--- src/rtl/aer_rx_pkg.sv ---
// Shared constants for the AER output receiver: Wishbone register map,
// CTRL/STATUS bit positions, handshake FSM states and event entry sizing.
package aer_rx_pkg;

    localparam logic [1:0] ADR_EVT     = 2'd0;
    localparam logic [1:0] ADR_STATUS  = 2'd1;
    localparam logic [1:0] ADR_CTRL    = 2'd2;
    localparam logic [1:0] ADR_DROPCNT = 2'd3;

    localparam int unsigned CTRL_EN_BIT      = 0;
    localparam int unsigned CTRL_DROP_BIT    = 1;
    localparam int unsigned CTRL_IRQ_EN_BIT  = 2;
    localparam int unsigned CTRL_THR_LSB     = 8;
    localparam int unsigned CTRL_THR_W       = 5;
    localparam int unsigned CTRL_OVF_CLR_BIT = 31;

    localparam int unsigned ST_CNT_W      = 5;
    localparam int unsigned ST_EMPTY_BIT  = 8;
    localparam int unsigned ST_FULL_BIT   = 9;
    localparam int unsigned ST_OVF_BIT    = 10;
    localparam int unsigned EVT_VALID_BIT = 31;

    localparam int unsigned DROPCNT_W = 16;

    typedef enum logic {
        IDLE   = 1'b0,
        ACK_HI = 1'b1
    } rx_state_e;

    // FIFO entry layout is {timestamp, address}.
    function automatic int unsigned entry_width(input int unsigned ts_w, input int unsigned data_w);
        return ts_w + data_w;
    endfunction

endpackage

--- src/rtl/aer_evt_fifo.sv ---
// Single-clock event FIFO; pointers carry an extra MSB so full and empty
// are distinguished without a separate occupancy register.
module aer_evt_fifo #(
    parameter int unsigned WIDTH = 24,
    parameter int unsigned DEPTH = 16
) (
    input  logic                     clk,
    input  logic                     rst_n,
    input  logic                     push,
    input  logic [WIDTH-1:0]         wdata,
    input  logic                     pop,
    output logic [WIDTH-1:0]         rdata,
    output logic                     full,
    output logic                     empty,
    output logic [$clog2(DEPTH):0]   count
);
    localparam int unsigned AW = $clog2(DEPTH);

    logic [WIDTH-1:0] mem_q [DEPTH];
    logic [AW:0]      wptr_q, wptr_d;
    logic [AW:0]      rptr_q, rptr_d;
    logic             do_push, do_pop;

    always_comb begin
        count   = wptr_q - rptr_q;
        empty   = (wptr_q == rptr_q);
        full    = (wptr_q[AW-1:0] == rptr_q[AW-1:0]) && (wptr_q[AW] != rptr_q[AW]);
        do_push = push & ~full;
        do_pop  = pop & ~empty;
        wptr_d  = wptr_q + {{AW{1'b0}}, do_push};
        rptr_d  = rptr_q + {{AW{1'b0}}, do_pop};
        rdata   = mem_q[rptr_q[AW-1:0]];
    end

    always_ff @(posedge clk) begin
        if (!rst_n) begin
            wptr_q <= '0;
            rptr_q <= '0;
        end else begin
            wptr_q <= wptr_d;
            rptr_q <= rptr_d;
        end
    end

    always_ff @(posedge clk) begin
        if (do_push) begin
            mem_q[wptr_q[AW-1:0]] <= wdata;
        end
    end

endmodule

--- src/rtl/aer_out_receiver.sv ---
// Consumer end of the core's output AER link: 4-phase handshake, event
// timestamping into a FIFO, and a Wishbone slave for draining and control.
module aer_out_receiver
    import aer_rx_pkg::*;
#(
    parameter int unsigned DATA_W      = 8,
    parameter int unsigned DEPTH       = 16,
    parameter int unsigned TS_W        = 16,
    parameter int unsigned SYNC_STAGES = 2
) (
    input  logic              CLK,
    input  logic              RSTN,
    input  logic              OUT_REQ,
    input  logic [DATA_W-1:0] OUT_DATA,
    output logic              OUT_ACK,
    input  logic              wbs_cyc_i,
    input  logic              wbs_stb_i,
    input  logic              wbs_we_i,
    input  logic [3:0]        wbs_sel_i,
    input  logic [31:0]       wbs_adr_i,
    input  logic [31:0]       wbs_dat_i,
    output logic              wbs_ack_o,
    output logic [31:0]       wbs_dat_o,
    output logic              irq
);
    localparam int unsigned ENTRY_W = entry_width(TS_W, DATA_W);
    localparam int unsigned CNT_W   = $clog2(DEPTH) + 1;

    logic [SYNC_STAGES-1:0] sync_q, sync_d;
    rx_state_e              state_q, state_d;
    logic                   ack_q, ack_d;
    logic [TS_W-1:0]        ts_q, ts_d;
    logic                   en_q, en_d, drop_q, drop_d, irq_en_q, irq_en_d;
    logic [CTRL_THR_W-1:0]  thr_q, thr_d;
    logic                   ovf_q, ovf_d;
    logic [DROPCNT_W-1:0]   dropcnt_q, dropcnt_d;
    logic                   wb_ack_q, wb_ack_d;
    logic [31:0]            wb_dat_q, wb_dat_d;
    logic                   irq_q, irq_d;

    logic                   req_s, drop_evt, ovf_clr, cnt_clr, wb_fire;
    logic                   fifo_push, fifo_pop, fifo_full, fifo_empty;
    logic [CNT_W-1:0]       fifo_count;
    logic [ENTRY_W-1:0]     fifo_rdata;
    logic [1:0]             wb_adr;
    logic [31:0]            evt_word, status_word, ctrl_word;
    logic [CTRL_THR_W-1:0]  thr_eff;
    logic                   unused_wb;

    assign unused_wb = ^{wbs_sel_i, wbs_adr_i[31:4], wbs_adr_i[1:0],
                         wbs_dat_i[30:13], wbs_dat_i[7:3]};

    aer_evt_fifo #(
        .WIDTH (ENTRY_W),
        .DEPTH (DEPTH)
    ) u_fifo (
        .clk   (CLK),
        .rst_n (RSTN),
        .push  (fifo_push),
        .wdata ({ts_q, OUT_DATA}),
        .pop   (fifo_pop),
        .rdata (fifo_rdata),
        .full  (fifo_full),
        .empty (fifo_empty),
        .count (fifo_count)
    );

    always_comb begin
        sync_d = {sync_q[SYNC_STAGES-2:0], OUT_REQ};
        req_s  = sync_q[SYNC_STAGES-1];
        ts_d   = ts_q + 1'b1;

        state_d   = state_q;
        ack_d     = ack_q;
        fifo_push = 1'b0;
        drop_evt  = 1'b0;
        unique case (state_q)
            IDLE: begin
                if (req_s && en_q) begin
                    if (!fifo_full) begin
                        fifo_push = 1'b1;
                        state_d   = ACK_HI;
                        ack_d     = 1'b1;
                    end else if (drop_q) begin
                        drop_evt = 1'b1;
                        state_d  = ACK_HI;
                        ack_d    = 1'b1;
                    end
                end
            end
            ACK_HI: begin
                if (!req_s) begin
                    state_d = IDLE;
                    ack_d   = 1'b0;
                end
            end
        endcase

        thr_eff = (thr_q == '0) ? CTRL_THR_W'(1) : thr_q;

        evt_word                 = '0;
        evt_word[EVT_VALID_BIT]  = 1'b1;
        evt_word[ENTRY_W-1:0]    = fifo_rdata;

        status_word                = '0;
        status_word[ST_CNT_W-1:0]  = ST_CNT_W'(fifo_count);
        status_word[ST_EMPTY_BIT]  = fifo_empty;
        status_word[ST_FULL_BIT]   = fifo_full;
        status_word[ST_OVF_BIT]    = ovf_q;

        ctrl_word                                = '0;
        ctrl_word[CTRL_EN_BIT]                   = en_q;
        ctrl_word[CTRL_DROP_BIT]                 = drop_q;
        ctrl_word[CTRL_IRQ_EN_BIT]               = irq_en_q;
        ctrl_word[CTRL_THR_LSB +: CTRL_THR_W]    = thr_q;

        wb_adr   = wbs_adr_i[3:2];
        wb_fire  = wbs_cyc_i & wbs_stb_i & ~wb_ack_q;
        wb_ack_d = wb_fire;
        wb_dat_d = '0;
        fifo_pop = 1'b0;
        ovf_clr  = 1'b0;
        cnt_clr  = 1'b0;
        en_d     = en_q;
        drop_d   = drop_q;
        irq_en_d = irq_en_q;
        thr_d    = thr_q;

        if (wb_fire && wbs_we_i) begin
            unique case (wb_adr)
                ADR_CTRL: begin
                    en_d     = wbs_dat_i[CTRL_EN_BIT];
                    drop_d   = wbs_dat_i[CTRL_DROP_BIT];
                    irq_en_d = wbs_dat_i[CTRL_IRQ_EN_BIT];
                    thr_d    = wbs_dat_i[CTRL_THR_LSB +: CTRL_THR_W];
                    ovf_clr  = wbs_dat_i[CTRL_OVF_CLR_BIT];
                end
                ADR_DROPCNT: cnt_clr = 1'b1;
                default: ;
            endcase
        end else if (wb_fire) begin
            unique case (wb_adr)
                ADR_EVT: begin
                    if (!fifo_empty) begin
                        wb_dat_d = evt_word;
                        fifo_pop = 1'b1;
                    end
                end
                ADR_STATUS:  wb_dat_d = status_word;
                ADR_CTRL:    wb_dat_d = ctrl_word;
                ADR_DROPCNT: wb_dat_d = 32'(dropcnt_q);
            endcase
        end

        // A drop landing in the same cycle as a clear wins: that event did overflow.
        ovf_d = (ovf_q & ~ovf_clr) | drop_evt;
        if (cnt_clr) begin
            dropcnt_d = '0;
        end else if (drop_evt && (dropcnt_q != '1)) begin
            dropcnt_d = dropcnt_q + 1'b1;
        end else begin
            dropcnt_d = dropcnt_q;
        end

        irq_d = irq_en_q & ((32'(fifo_count) >= 32'(thr_eff)) | ovf_q);
    end

    always_ff @(posedge CLK) begin
        if (!RSTN) begin
            sync_q    <= '0;
            state_q   <= IDLE;
            ack_q     <= 1'b0;
            ts_q      <= '0;
            en_q      <= 1'b0;
            drop_q    <= 1'b0;
            irq_en_q  <= 1'b0;
            thr_q     <= '0;
            ovf_q     <= 1'b0;
            dropcnt_q <= '0;
            wb_ack_q  <= 1'b0;
            wb_dat_q  <= '0;
            irq_q     <= 1'b0;
        end else begin
            sync_q    <= sync_d;
            state_q   <= state_d;
            ack_q     <= ack_d;
            ts_q      <= ts_d;
            en_q      <= en_d;
            drop_q    <= drop_d;
            irq_en_q  <= irq_en_d;
            thr_q     <= thr_d;
            ovf_q     <= ovf_d;
            dropcnt_q <= dropcnt_d;
            wb_ack_q  <= wb_ack_d;
            wb_dat_q  <= wb_dat_d;
            irq_q     <= irq_d;
        end
    end

    assign OUT_ACK   = ack_q;
    assign wbs_ack_o = wb_ack_q;
    assign wbs_dat_o = wb_dat_q;
    assign irq       = irq_q;

endmodule

--- config.mk ---
export PLATFORM = sky130hd
export DESIGN_NAME = aer_out_receiver
export DESIGN_NICKNAME = d
export VERILOG_FILES = /design/src/rtl/aer_rx_pkg.sv /design/src/rtl/aer_evt_fifo.sv /design/src/rtl/aer_out_receiver.sv
export SDC_FILE = /design/constraint.sdc
export NUM_CORES = 1
export LEC_CHECK = 0
export ABC_AREA = 0
export CAP_MARGIN = 20
export CORE_ASPECT_RATIO = 0.5
export CORE_MARGIN = 2
export CORE_UTILIZATION = 45
export DETAILED_ROUTE_END_ITERATION = 8
export GPL_TIMING_DRIVEN = 0
export PLACE_DENSITY = 0.73
export SETUP_SLACK_MARGIN = 0.02
export SLEW_MARGIN = 5
export SYNTH_ARGS = -nofsm -noshare
export SYNTH_HDL_FRONTEND = slang
export SYNTH_HIERARCHICAL = 1
export SYNTH_SLANG_ARGS = --single-unit
--- constraint.sdc ---
create_clock -name CLK -period 5.2 [get_ports CLK]
set_clock_uncertainty 0.1 [all_clocks]
set_input_delay 1.3 -clock CLK [delete_from_list [all_inputs] [get_ports CLK]]
set_output_delay 1.3 -clock CLK [all_outputs]
set_load 0.05 [all_outputs]
# Word-level counts from Yosys, hierarchy flattened
# Memory sizes are Yosys's and may differ from the RTL's. A register that Yosys moved wholly into a read port is not among the register bits.
# Index checks and enable logic that the tools add are counted.
op_classes:
  n_addsub: 5
  n_bitwise: 15
  order_cmp: 1
  muxes: 30
  eq_ne: 10
  n_reduce_logical: 10
ops:
  columns: ["operator", "count"]
  rows:
  - ["32-bit one-hot mux with 4 select lines", 1]
  - ["16-bit by 1-bit adder with 16-bit output, second input constant", 2]
  - ["32-bit 2-to-1 mux", 1]
  - ["1-bit 2-to-1 mux", 24]
  - ["16-bit inequality test, second input constant", 1]
  - ["5-bit by 1-bit adder with 5-bit output", 2]
  - ["1-bit NOT", 7]
  - ["1-bit bitwise AND", 6]
  - ["5-bit equality test", 1]
  - ["5-bit greater-or-equal comparator", 1]
  - ["5-bit logical NOT", 1]
  - ["5-bit 2-to-1 mux", 1]
  - ["5-bit subtractor", 1]
  - ["2-bit equality test, second input constant", 2]
  - ["4-bit equality test", 1]
  - ["1-bit logical AND", 4]
  - ["4-bit 2-to-1 mux", 1]
  - ["2-bit inequality test, second input constant", 2]
  - ["1-bit one-hot mux with 2 select lines", 2]
  - ["3-bit inequality test, second input constant", 1]
  - ["3-bit AND reduction", 1]
  - ["3-bit OR reduction", 1]
  - ["2-bit by 1-bit equality test with 1-bit output, second input constant", 1]
  - ["2-bit logical NOT", 1]
  - ["4 further kinds", 5]
totals:
  memories: 1
  ram_bits: 384
  regBits: 89
  input_bits: 82
  out_inout_bits: 35
  elab_cells: 87
mem_list:
  columns: ["memory", "words", "width", "read_ports", "rd_ports_with_merged_regs", "write_ports", "line", "source"]
  rows:
  - ["u_fifo.mem_q", 16, 24, 1, 1, 1, "aer_evt_fifo.sv:19", "logic [WIDTH-1:0] mem_q [DEPTH];"]

# Longest topological paths before layout
# Gate-level depths: netlist (run 1).
logic_depth:
  ltp_word: 8
  ltp_mapped: 16
  ltp_nobuf: 13

# Modules after synthesis
# Netlist (run 1), hierarchy kept.
by_module_without_submodules:
  columns: ["module", "n_inst", "seq_area_each_um2", "cells_per_inst", "area_per_inst_um2"]
  rows:
  - ["aer_evt_fifo", 1, 11731.3, 679, 15177.1]
  - ["aer_out_receiver", 1, 1441.4, 328, 3125.5]

# Least setup slack after synthesis (run 1)
# Ideal clock, no wire load.
synth_path:
  path_kind: "reg-to-reg"
  start: "register u_fifo.rptr_q[1]"
  end: "memory u_fifo.mem_q[0][0], enable pin"
  setup_ps: 435
  arrival_time_ps: 3976
  stages_incl_launch_ff: 14
  n_path_buf: 4
  slack_ps: 689
  required_time_ps: 4665
  synth_period_minus_slack_ps: 4511
  path_cell_list: "dfxtp_1 buf_2 buf_2 buf_2 inv_1 ha_1 nand4_1 nand2b_1 clkbuf_1 inv_1 nor2_1 nor3b_1 nand2_1 nor3_1"
synth_via:
  elab_chain_cells: 8
  word_cells_on_any_way: 9
  classes_between: "1 x eq/ne; 5 x mux; 2 x bitwise; 1 x reduce/logical"
synth_rtl:
  columns: ["element", "line", "source"]
  rows:
  - ["start, declared", "aer_evt_fifo.sv:21", "logic [AW:0] rptr_q, rptr_d;"]
  - ["start signal, assigned", "aer_evt_fifo.sv:41", "rptr_q <= rptr_d;"]
  - ["4-bit equality test", "aer_evt_fifo.sv:27", "full = (wptr_q[AW-1:0] == rptr_q[AW-1:0]) && (wptr_q[AW] != rptr_q[AW]);"]
  - ["1-bit logical AND", "aer_evt_fifo.sv:27", null]
  - ["via fifo_full", "aer_out_receiver.sv:42", "logic fifo_push, fifo_pop, fifo_full, fifo_empty;"]
  - ["1-bit 2-to-1 mux", "aer_out_receiver.sv:80", "if (!fifo_full) begin"]
  - ["1-bit 2-to-1 mux", "aer_out_receiver.sv:79", "if (req_s && en_q) begin"]
  - ["1-bit 2-to-1 mux", "aer_out_receiver.sv:77", "unique case (state_q)"]
  - ["via fifo_push", "aer_out_receiver.sv:42", null]
  - ["1-bit bitwise AND", "aer_evt_fifo.sv:28", "do_push = push & ~full;"]
  - ["1-bit 2-to-1 mux", "aer_evt_fifo.sv:46", "if (do_push) begin"]
  - ["1-bit 2-to-1 mux (not written as such)", "aer_evt_fifo.sv:47", "mem_q[wptr_q[AW-1:0]] <= wdata;"]
  - ["end, declared", "aer_evt_fifo.sv:19", null]
# The timed path passes the listed nets, and every way through them passes these cells.

# Final worst setup path (run 1)
layout_path:
  start: "register u_fifo.rptr_q[1]"
  end: "memory u_fifo.mem_q[11][15], enable pin"
# The elaborated chain is that of the path after synthesis.

==> impl_metrics.sql, run 1 <==
INSERT INTO impl_metrics (metric_group, metric, value, unit) VALUES
('global_routing', 'grt.total_usage', '0.198', ''),
('logic_synthesis', 'fraction_of_the_mapped_netlist_area_in_compound_gates', '0.0408', ''),
('finish', 'final.fill_count', '3028', ''),
('finish', 'flow.area_growth_from_synthesis', '16.6', '%'),
('critical_path', 'critPathArrivalTime', '5090', 'ps'),
('min_path', 'hold_path_depth', '1', ''),
('place', 'post_place_setup_slack', '255', 'ps'),
('place', 'place_congestion', '0.865', ''),
('run_status', 'run_status', 'finished clean', ''),
('critical_path', 'crit_path_frequent_cell', 'buf_2', ''),
('finish', 'final_layout_size_suffix_gt1_frac', '0.186', ''),
('run', 'maxCapViolations', '0', ''),
('logic_synthesis', 'gate_count_after_technology_mapping', '1007', ''),
('critical_path', 'worst_path_dominant_cell_family', 'simple AND/OR/NAND/NOR gates', ''),
('finish', 'post_layout_nonfiller_instances', '1698', ''),
('logic_synthesis', 'synth_seq_cells', '466', ''),
('critical_path', 'r2r-start', 'u_fifo/rptr_q[1]', ''),
('timing', 'tightestPinTransition', '998', 'ps'),
('timing', 'timing.max_slew.rel_slack', '0.333', ''),
('clock_tree', 'holdBufCountCts', '0', ''),
('clock_tree', 'cts_buffer_depth', '3', ''),
('logic_synthesis', 'synthFlopType', 'edfxtp_1', ''),
('drt', 'routedWlPerCell', '24.7', 'µm'),
('critical_path', 'endpoint_required_time_on_the_critical_path', '5260', 'ps'),
('global_routing', 'initial_antenna_violation_count', '0', ''),
('floorplan', 'width_of_the_die', '289', 'µm'),
('drt', 'dr.first_iter.drc_count', '968', ''),
('min_path', 'hp_start', 'sync_q[0]', ''),
('drt', 'remaining_drc_errors', '0', ''),
('drt', 'drtAntennaViolNets', '0', ''),
('place', 'post-place-cells', '1619', ''),
('logic_synthesis', 'synthesis.area', '18300', 'µm²'),
('logic_synthesis', 'synth_enable_flop_cells', '384', ''),
('logic_synthesis', 'synth_async_sr_flop_share', '0', ''),
('global_routing', 'grt_start_max_net_pins', '25', ''),
('logic_synthesis', 'yosys-top-cells-area', 'edfxtp_1, mux4_2, dfxtp_1, mux4_1, a22oi_1', ''),
('timing', 'finalCriticalPeriod', '5030', 'ps'),
('drt', 'route.detailed.vias_per_inst', '5.89', ''),
('logic_synthesis', 'adder_cell_area_share_of_the_yosys_netlist', '0.0113', ''),
('global_routing', 'wire_length_of_the_first_global_routing_pass', '62.1', 'mm'),
('critical_path', 'cp_max_fo', '24', ''),
('critical_path', 'timing.critical_path.from_type', 'flop', ''),
('logic_synthesis', 'yosys.cell_count.top_type', 'edfxtp_1', ''),
('power', 'power.density_cell_area', '334', 'nW/µm²'),
('min_path', 'timing.hold.worst_endpoint', 'sync_q[1]', ''),
('place', 'detailed_place_hpwl', '27.4', 'mm'),
('drt', 'dr.pass1.iters', '8', ''),
('logic_synthesis', 'synthMuxAreaShare', '0.129', ''),
('clock_tree', 'h-tree-depth', '2', ''),
('clock_tree', 'cts_repair_resize_count', '0', ''),
('logic_synthesis', 'commonest_cells_post_synth', 'edfxtp_1, dfxtp_1, mux4_2, a22oi_1, nor2_1', ''),
('logic_synthesis', 'synth.lib_cells_used.distinct', '58', ''),
('logic_synthesis', 'seq_area_frac_synth', '0.720', ''),
('floorplan', 'floorplan.initialDensity', '0.454', ''),
('critical_path', 'worst_setup_path_end_kind', 'flop', ''),
('global_routing', 'grt-ovfl-total', '0', ''),
('logic_synthesis', 'netlist.area_leader.share', '0.630', ''),
('timing', 'postLayoutSetupSlackWorst', '172', 'ps'),
('power', 'power_leakage', '6.65', 'nW'),
('critical_path', 'reg2reg_to', 'u_fifo/mem_q[11][15]', ''),
('clock_tree', 'cts_tree', 'yes', ''),
('drt', 'drt-total-wl', '41.9', 'mm'),
('critical_path', 'timing.reg2reg.worst_path_depth', '12', ''),
('critical_path', 'worst-r2r-setup-slack', '170', 'ps'),
('critical_path', 'slowest_stage', 'nor2_4', ''),
('logic_synthesis', 'synthesis.yosys.warnings', '6', ''),
('timing', 'max_freq', '199', 'MHz'),
('clock_tree', 'worst_setup_hold_path_clk_slew', '60', 'ps'),
('critical_path', 'worst_path_class_setup', 'reg -> reg', ''),
('clock_tree', 'numClockSinks', '466', ''),
('drt', 'via_count', '10000', '');
==> sequential cells by signal, summed over array words and instances, names as in the netlist <==
| signal | count |
|---|---|
| OUT_ACK | 1 |
| drop_q | 1 |
| dropcnt_q | 16 |
| en_q | 1 |
| irq | 1 |
| irq_en_q | 1 |
| ovf_q | 1 |
| state_q | 1 |
| sync_q | 2 |
| thr_q | 5 |
| ts_q | 16 |
| u_fifo/mem_q | 384 |
| u_fifo/rptr_q | 5 |
| u_fifo/wptr_q | 5 |
| wbs_ack_o | 1 |
| wbs_dat_o | 25 |
==> placed cells by master, fill, tap and decap left out, drive strengths merged, types with 4 or more instances in the layout <==
cell type	n
nor2	48
a22oi	52
a221oi	5
inv	23
nor2b	12
a22o	6
a211oi	7
ha	15
nor3	8
nand2	44
a21boi	4
clkdlybuf4s50	51
xor2	19
o21ai	7
mux2i	15
nand3	22
and2	40
mux4	96
conb	7
xnor2	17
a21oi	5
edfxtp	384
nor4	4
buf	41
nand4	11
clkinv	16
dfxtp	82
clkbuf	83
==> worst register-to-register path: cells and delay by family, from the launching register on <==
kind / cells / cell delay, ps
simple gates: 5 / 2110
buf+inv: 6 / 1730
flops: 1 / 380
fa+ha+maj: 1 / 300
==> per-layer routing <==
| layer | up-vias | part of all wire | routed length, µm | GRT usage |
|---|---|---|---|---|
| met5 | - | 0 | 0 | 0 |
| met1 | 5153 | 0.41 | 17200 | 0.281 |
| li1 | 4225 | - | - | - |
| met4 | 0 | 0.023 | 973 | 0.0631 |
| met2 | 557 | 0.47 | 19800 | 0.313 |
| met3 | 71 | 0.094 | 3930 | 0.0359 |
==> cell families after synthesis <==
| kind of cell | count (synthesis) |
|---|---|
| other cells | 1 |
| compound gates | 98 |
| flops | 466 |
| buf+inv | 73 |
| mux | 111 |
| simple gates | 206 |
| fa+ha+maj | 16 |
| xor+xnor | 36 |
==> area by class of cell <==
type	count	area (µm²)	share of cell area
Antenna cell	1	2.50	0.000117
Buffer	53	343	0.0161
Clock buffer	56	1170	0.0551
Clock inverter	22	179	0.00839
Inverter	20	75.1	0.00352
Multi-Input combinational cell	474	4860	0.228
Sequential cell	466	13200	0.617
Tap cell	540	676	0.0317
Timing Repair Buffer	66	851	0.0399
==> stage by stage <==
stage          utilization  total power [W]  instance area [µm²]  setup TNS (ps)  hold WS (ps)
2_1_floorplan            -          0.00414                18300               0           312
3_3_place_gp         0.484          0.00419                19500         -213290           334
3_5_place_dp         0.496          0.00419                20000               0           353
4_1_cts              0.529          0.00719                21300               0           368
5_1_grt              0.530          0.00734                21300            -687           388
6_report             0.530          0.00714                21300               0           361
==> worst max-delay path by stage <==
stage / startpoint / endpoint / slack, ps / cells past startpoint
2_1_floorplan: u_fifo/rptr_q[1] / u_fifo/mem_q[0][0] / 690 / 13
3_3_place_gp: u_fifo/rptr_q[1] / u_fifo/mem_q[0][16] / -1770 / 13
3_5_place_dp: u_fifo/rptr_q[1] / u_fifo/mem_q[8][19] / 260 / 13
4_1_cts: u_fifo/rptr_q[1] / u_fifo/mem_q[8][10] / 150 / 13
5_1_grt: u_fifo/rptr_q[1] / u_fifo/mem_q[11][15] / -40 / 12
6_report: u_fifo/rptr_q[1] / u_fifo/mem_q[11][15] / 170 / 12
==> power breakdown <==
group / internal [W] / leakage [nW] / total (W) / switching [W]
combinational: 0.0000317 / 1.98 / 0.0000874 / 0.0000557
sequential: 0.00401 / 4.01 / 0.00402 / 0.0000129
clock: 0.00170 / 0.671 / 0.00303 / 0.00132
No activity file was read; power rests on OpenSTA's default activity.
==> run 2: changes to the inputs <==
Settings changed: SYNTH_HIERARCHICAL 1 to not set.
==> run 2 against run 1 <==
Compared with the run above: core utilization rose by 1.1 points; largest cell class unchanged; non-clock buffer count rose by 8; sequential share of layout area grew 0.24 points; worst setup slack better by 1100 ps; first-iteration DRC count increased by 32%; routed wire length is 2.6% higher; via count grew 1.1%; hold slack worse by 27 ps.
==> impl_metrics.sql, run 2 <==
INSERT INTO impl_metrics (metric_group, metric, value, unit) VALUES
('run_status', 'run_status', 'finished clean', ''),
('drt', 'dr.pass1.iters', '5', ''),
('floorplan', 'core_area', '39300', 'µm²'),
('critical_path', 'timing.critical_path.from_type', 'flop', ''),
('place', 'placement.io_buffers', '51', ''),
('clock_tree', 'number_of_buffers_created_by_cts', '42', ''),
('global_routing', 'grt_start_max_net_pins', '25', ''),
('timing', 'setup-violations-final', '0', ''),
('power', 'power_leakage', '6.45', 'nW'),
('finish', 'largest_register_ff_count', '384', ''),
('drt', 'drt-total-wl', '43.0', 'mm'),
('drt', 'routedWlPerCell', '25.2', 'µm'),
('finish', 'flow.area_growth_from_synthesis', '17.0', '%'),
('finish', 'final_design_area_no_fill', '21300', 'µm²'),
('logic_synthesis', 'synthesis.area', '18200', 'µm²'),
('floorplan', 'ios', '117', ''),
('timing', 'post-route-period-util', '0.757', ''),
('clock_tree', 'clockRootBuffer', 'clkbuf_16', ''),
('global_routing', 'wire_length_of_the_first_global_routing_pass', '63.7', 'mm'),
('timing', 'timing.max_slew.rel_slack', '0.266', ''),
('logic_synthesis', 'synthFlopType', 'edfxtp_1', ''),
('logic_synthesis', 'synth_async_sr_flop_share', '0', ''),
('logic_synthesis', 'yosys-top-cells-area', 'edfxtp_1, mux4_2, dfxtp_1, xnor2_1, mux2i_1', ''),
('logic_synthesis', 'seq_area_frac_synth', '0.725', ''),
('timing', 'timing.final.max_slew_violations', '0', ''),
('power', 'power', '0.00714', 'W'),
('min_path', 'hp-class', 'reg -> reg', ''),
('floorplan', 'floorplan.initialDensity', '0.462', ''),
('global_routing', 'first_global_vias', '10000', ''),
('global_routing', 'grt.total_usage', '0.205', ''),
('timing', 'finalCriticalPeriod', '3940', 'ps'),
('timing', 'setup_repair_after_global_routing_missed_its_margin', 'no', ''),
('critical_path', 'cp_max_fo', '9', ''),
('floorplan', 'die_height', '146', 'µm'),
('clock_tree', 'worst_setup_hold_path_clk_slew', '70', 'ps'),
('power', 'power.density_cell_area', '336', 'nW/µm²'),
('clock_tree', 'holdBufCountCts', '0', ''),
('clock_tree', 'h-tree-depth', '2', ''),
('power', 'ir_drop', '0.199', 'mV'),
('logic_synthesis', 'synthesis.yosys.warnings', '0', ''),
('floorplan', 'die_area', '42100', 'µm²'),
('place', 'post-place-cells', '1630', ''),
('drt', 'via_count', '10100', ''),
('place', 'placement.cell_area', '19900', 'µm²'),
('timing', 'max_freq', '254', 'MHz'),
('logic_synthesis', 'synth_seq_cells', '466', ''),
('drt', 'drtAntennaViolNets', '0', ''),
('floorplan', 'width_of_the_die', '288', 'µm'),
('drt', 'route.detailed.vias_per_inst', '5.93', ''),
('place', 'place_congestion', '0.869', ''),
('critical_path', 'endpoint_required_time_on_the_critical_path', '5360', 'ps'),
('logic_synthesis', 'gate_count_after_technology_mapping', '1019', ''),
('clock_tree', 'cts_tree', 'yes', ''),
('logic_synthesis', 'synth.lib_cells_used.distinct', '50', ''),
('global_routing', 'initial_antenna_violation_count', '0', ''),
('logic_synthesis', 'netlist.area_leader.share', '0.635', ''),
('clock_tree', 'cts_setup_buffers', '0', ''),
('global_routing', 'grt-ovfl-total', '0', ''),
('logic_synthesis', 'yosys.cell_count.top_type', 'edfxtp_1', ''),
('logic_synthesis', 'commonest_cells_post_synth', 'edfxtp_1, dfxtp_1, mux4_2, nand2_1, nor2_1', ''),
('finish', 'final.fill_count', '3006', ''),
('logic_synthesis', 'postSynthAreaPerCell', '17.8', 'µm²'),
('timing', 'hold_violations', '0', ''),
('clock_tree', 'cts_repair_resize_count', '0', ''),
('finish', 'final_layout_size_suffix_gt1_frac', '0.196', ''),
('drt', 'remaining_drc_errors', '0', ''),
('finish', 'layout_common_cells', 'edfxtp_1, dfxtp_1, mux4_2', ''),
('finish', 'final_common_cell', 'edfxtp_1', ''),
('drt', 'dr.first_iter.drc_count', '1280', ''),
('timing', 'fin_setup_tns', '0', 'ps'),
('timing', 'hold-worst-slack', '334', 'ps'),
('logic_synthesis', 'synth_enable_flop_cells', '384', ''),
('finish', 'post_layout_nonfiller_instances', '1707', ''),
('clock_tree', 'numClockSinks', '466', ''),
('logic_synthesis', 'synth_area_leader_cell', 'edfxtp_1', ''),
('timing', 'tightestPinTransition', '1100', 'ps'),
('run', 'maxCapViolations', '0', ''),
('place', 'detailed_place_hpwl', '27.5', 'mm'),
('floorplan', 'row_count', '51', ''),
('finish', 'nets', '1242', ''),
('clock_tree', 'cts_buffer_depth', '3', ''),
('critical_path', 'worst_path_class_setup', 'reg -> reg', ''),
('critical_path', 'critPathArrivalTime', '4100', 'ps'),
('clock_tree', 'clock_latency', '560', 'ps'),
('finish', 'antenna_cells_inserted', '0', ''),
('critical_path', 'worst_setup_path_end_kind', 'flop', '');
==> run 2: routing by layer <==
metal | global-route usage | up-vias | part of all wire
met5 | 0 | - | 0
met2 | 0.326 | 511 | 0.47
li1 | - | 4279 | -
met3 | 0.0392 | 72 | 0.089
met4 | 0.0534 | 0 | 0.020
met1 | 0.294 | 5257 | 0.42
==> run 2: cell families after synthesis <==
kind of cell               Yosys count  synth area share
DFF                                466             0.725
muxes                              124             0.126
buffers and inverters               70            0.0183
adders and majority gates           16            0.0114
and+or+nand+nor                    196            0.0580
other                                1          0.000206
xor gates and xnor gates            40            0.0193
AOI/OAI and AO/OA                  106            0.0413
==> run 2: layout make-up <==
class,count,area [µm²],share of cell area
flip-flops and latches,466,13200,0.620
multi-input cells,489,4800,0.226
clock buffers,65,1190,0.0559
repair buffers,75,957,0.0450
well taps,530,663,0.0312
plain buffers,52,265,0.0125
clock inverters,12,140,0.00659
inverters,18,67.6,0.00318
==> run 2: worst max-delay path: stages, from the launching register on <==
cell      delay (ps)
dfxtp_1          310
clkbuf_1         350
inv_1            170
ha_1             390
nand4_1          180
nor2_1            80
or3_1            440
inv_1            140
nand3_1          340
nor3_2           660
buf_6            240
buf_4            220
==> run 2: per-stage QoR <==
step / utilization / setup WS (ps)
floorplan: - / 1040
global placement: 0.492 / -1270
detailed placement: 0.507 / 1290
CTS: 0.541 / 1280
global route: 0.541 / 1090
finish: 0.541 / 1260
==> run 2: report_power, final <==
part / switching, W / internal [W]
clock: 0.00135 / 0.00169
sequential: 0.0000128 / 0.00401
combinational: 0.0000499 / 0.0000302
==> run 2: final timing paths <==
path | from | endpoint | slack (ps) | cells past startpoint
worst min register to register | sync_q[0] | sync_q[1] | 330 | 1
worst max register to register | u_fifo.rptr_q[2] | u_fifo.mem_q[2][23] | 1260 | 11
worst min-delay path | sync_q[0] | sync_q[1] | 330 | 1
worst max-delay path | u_fifo.rptr_q[2] | u_fifo.mem_q[2][23] | 1260 | 11
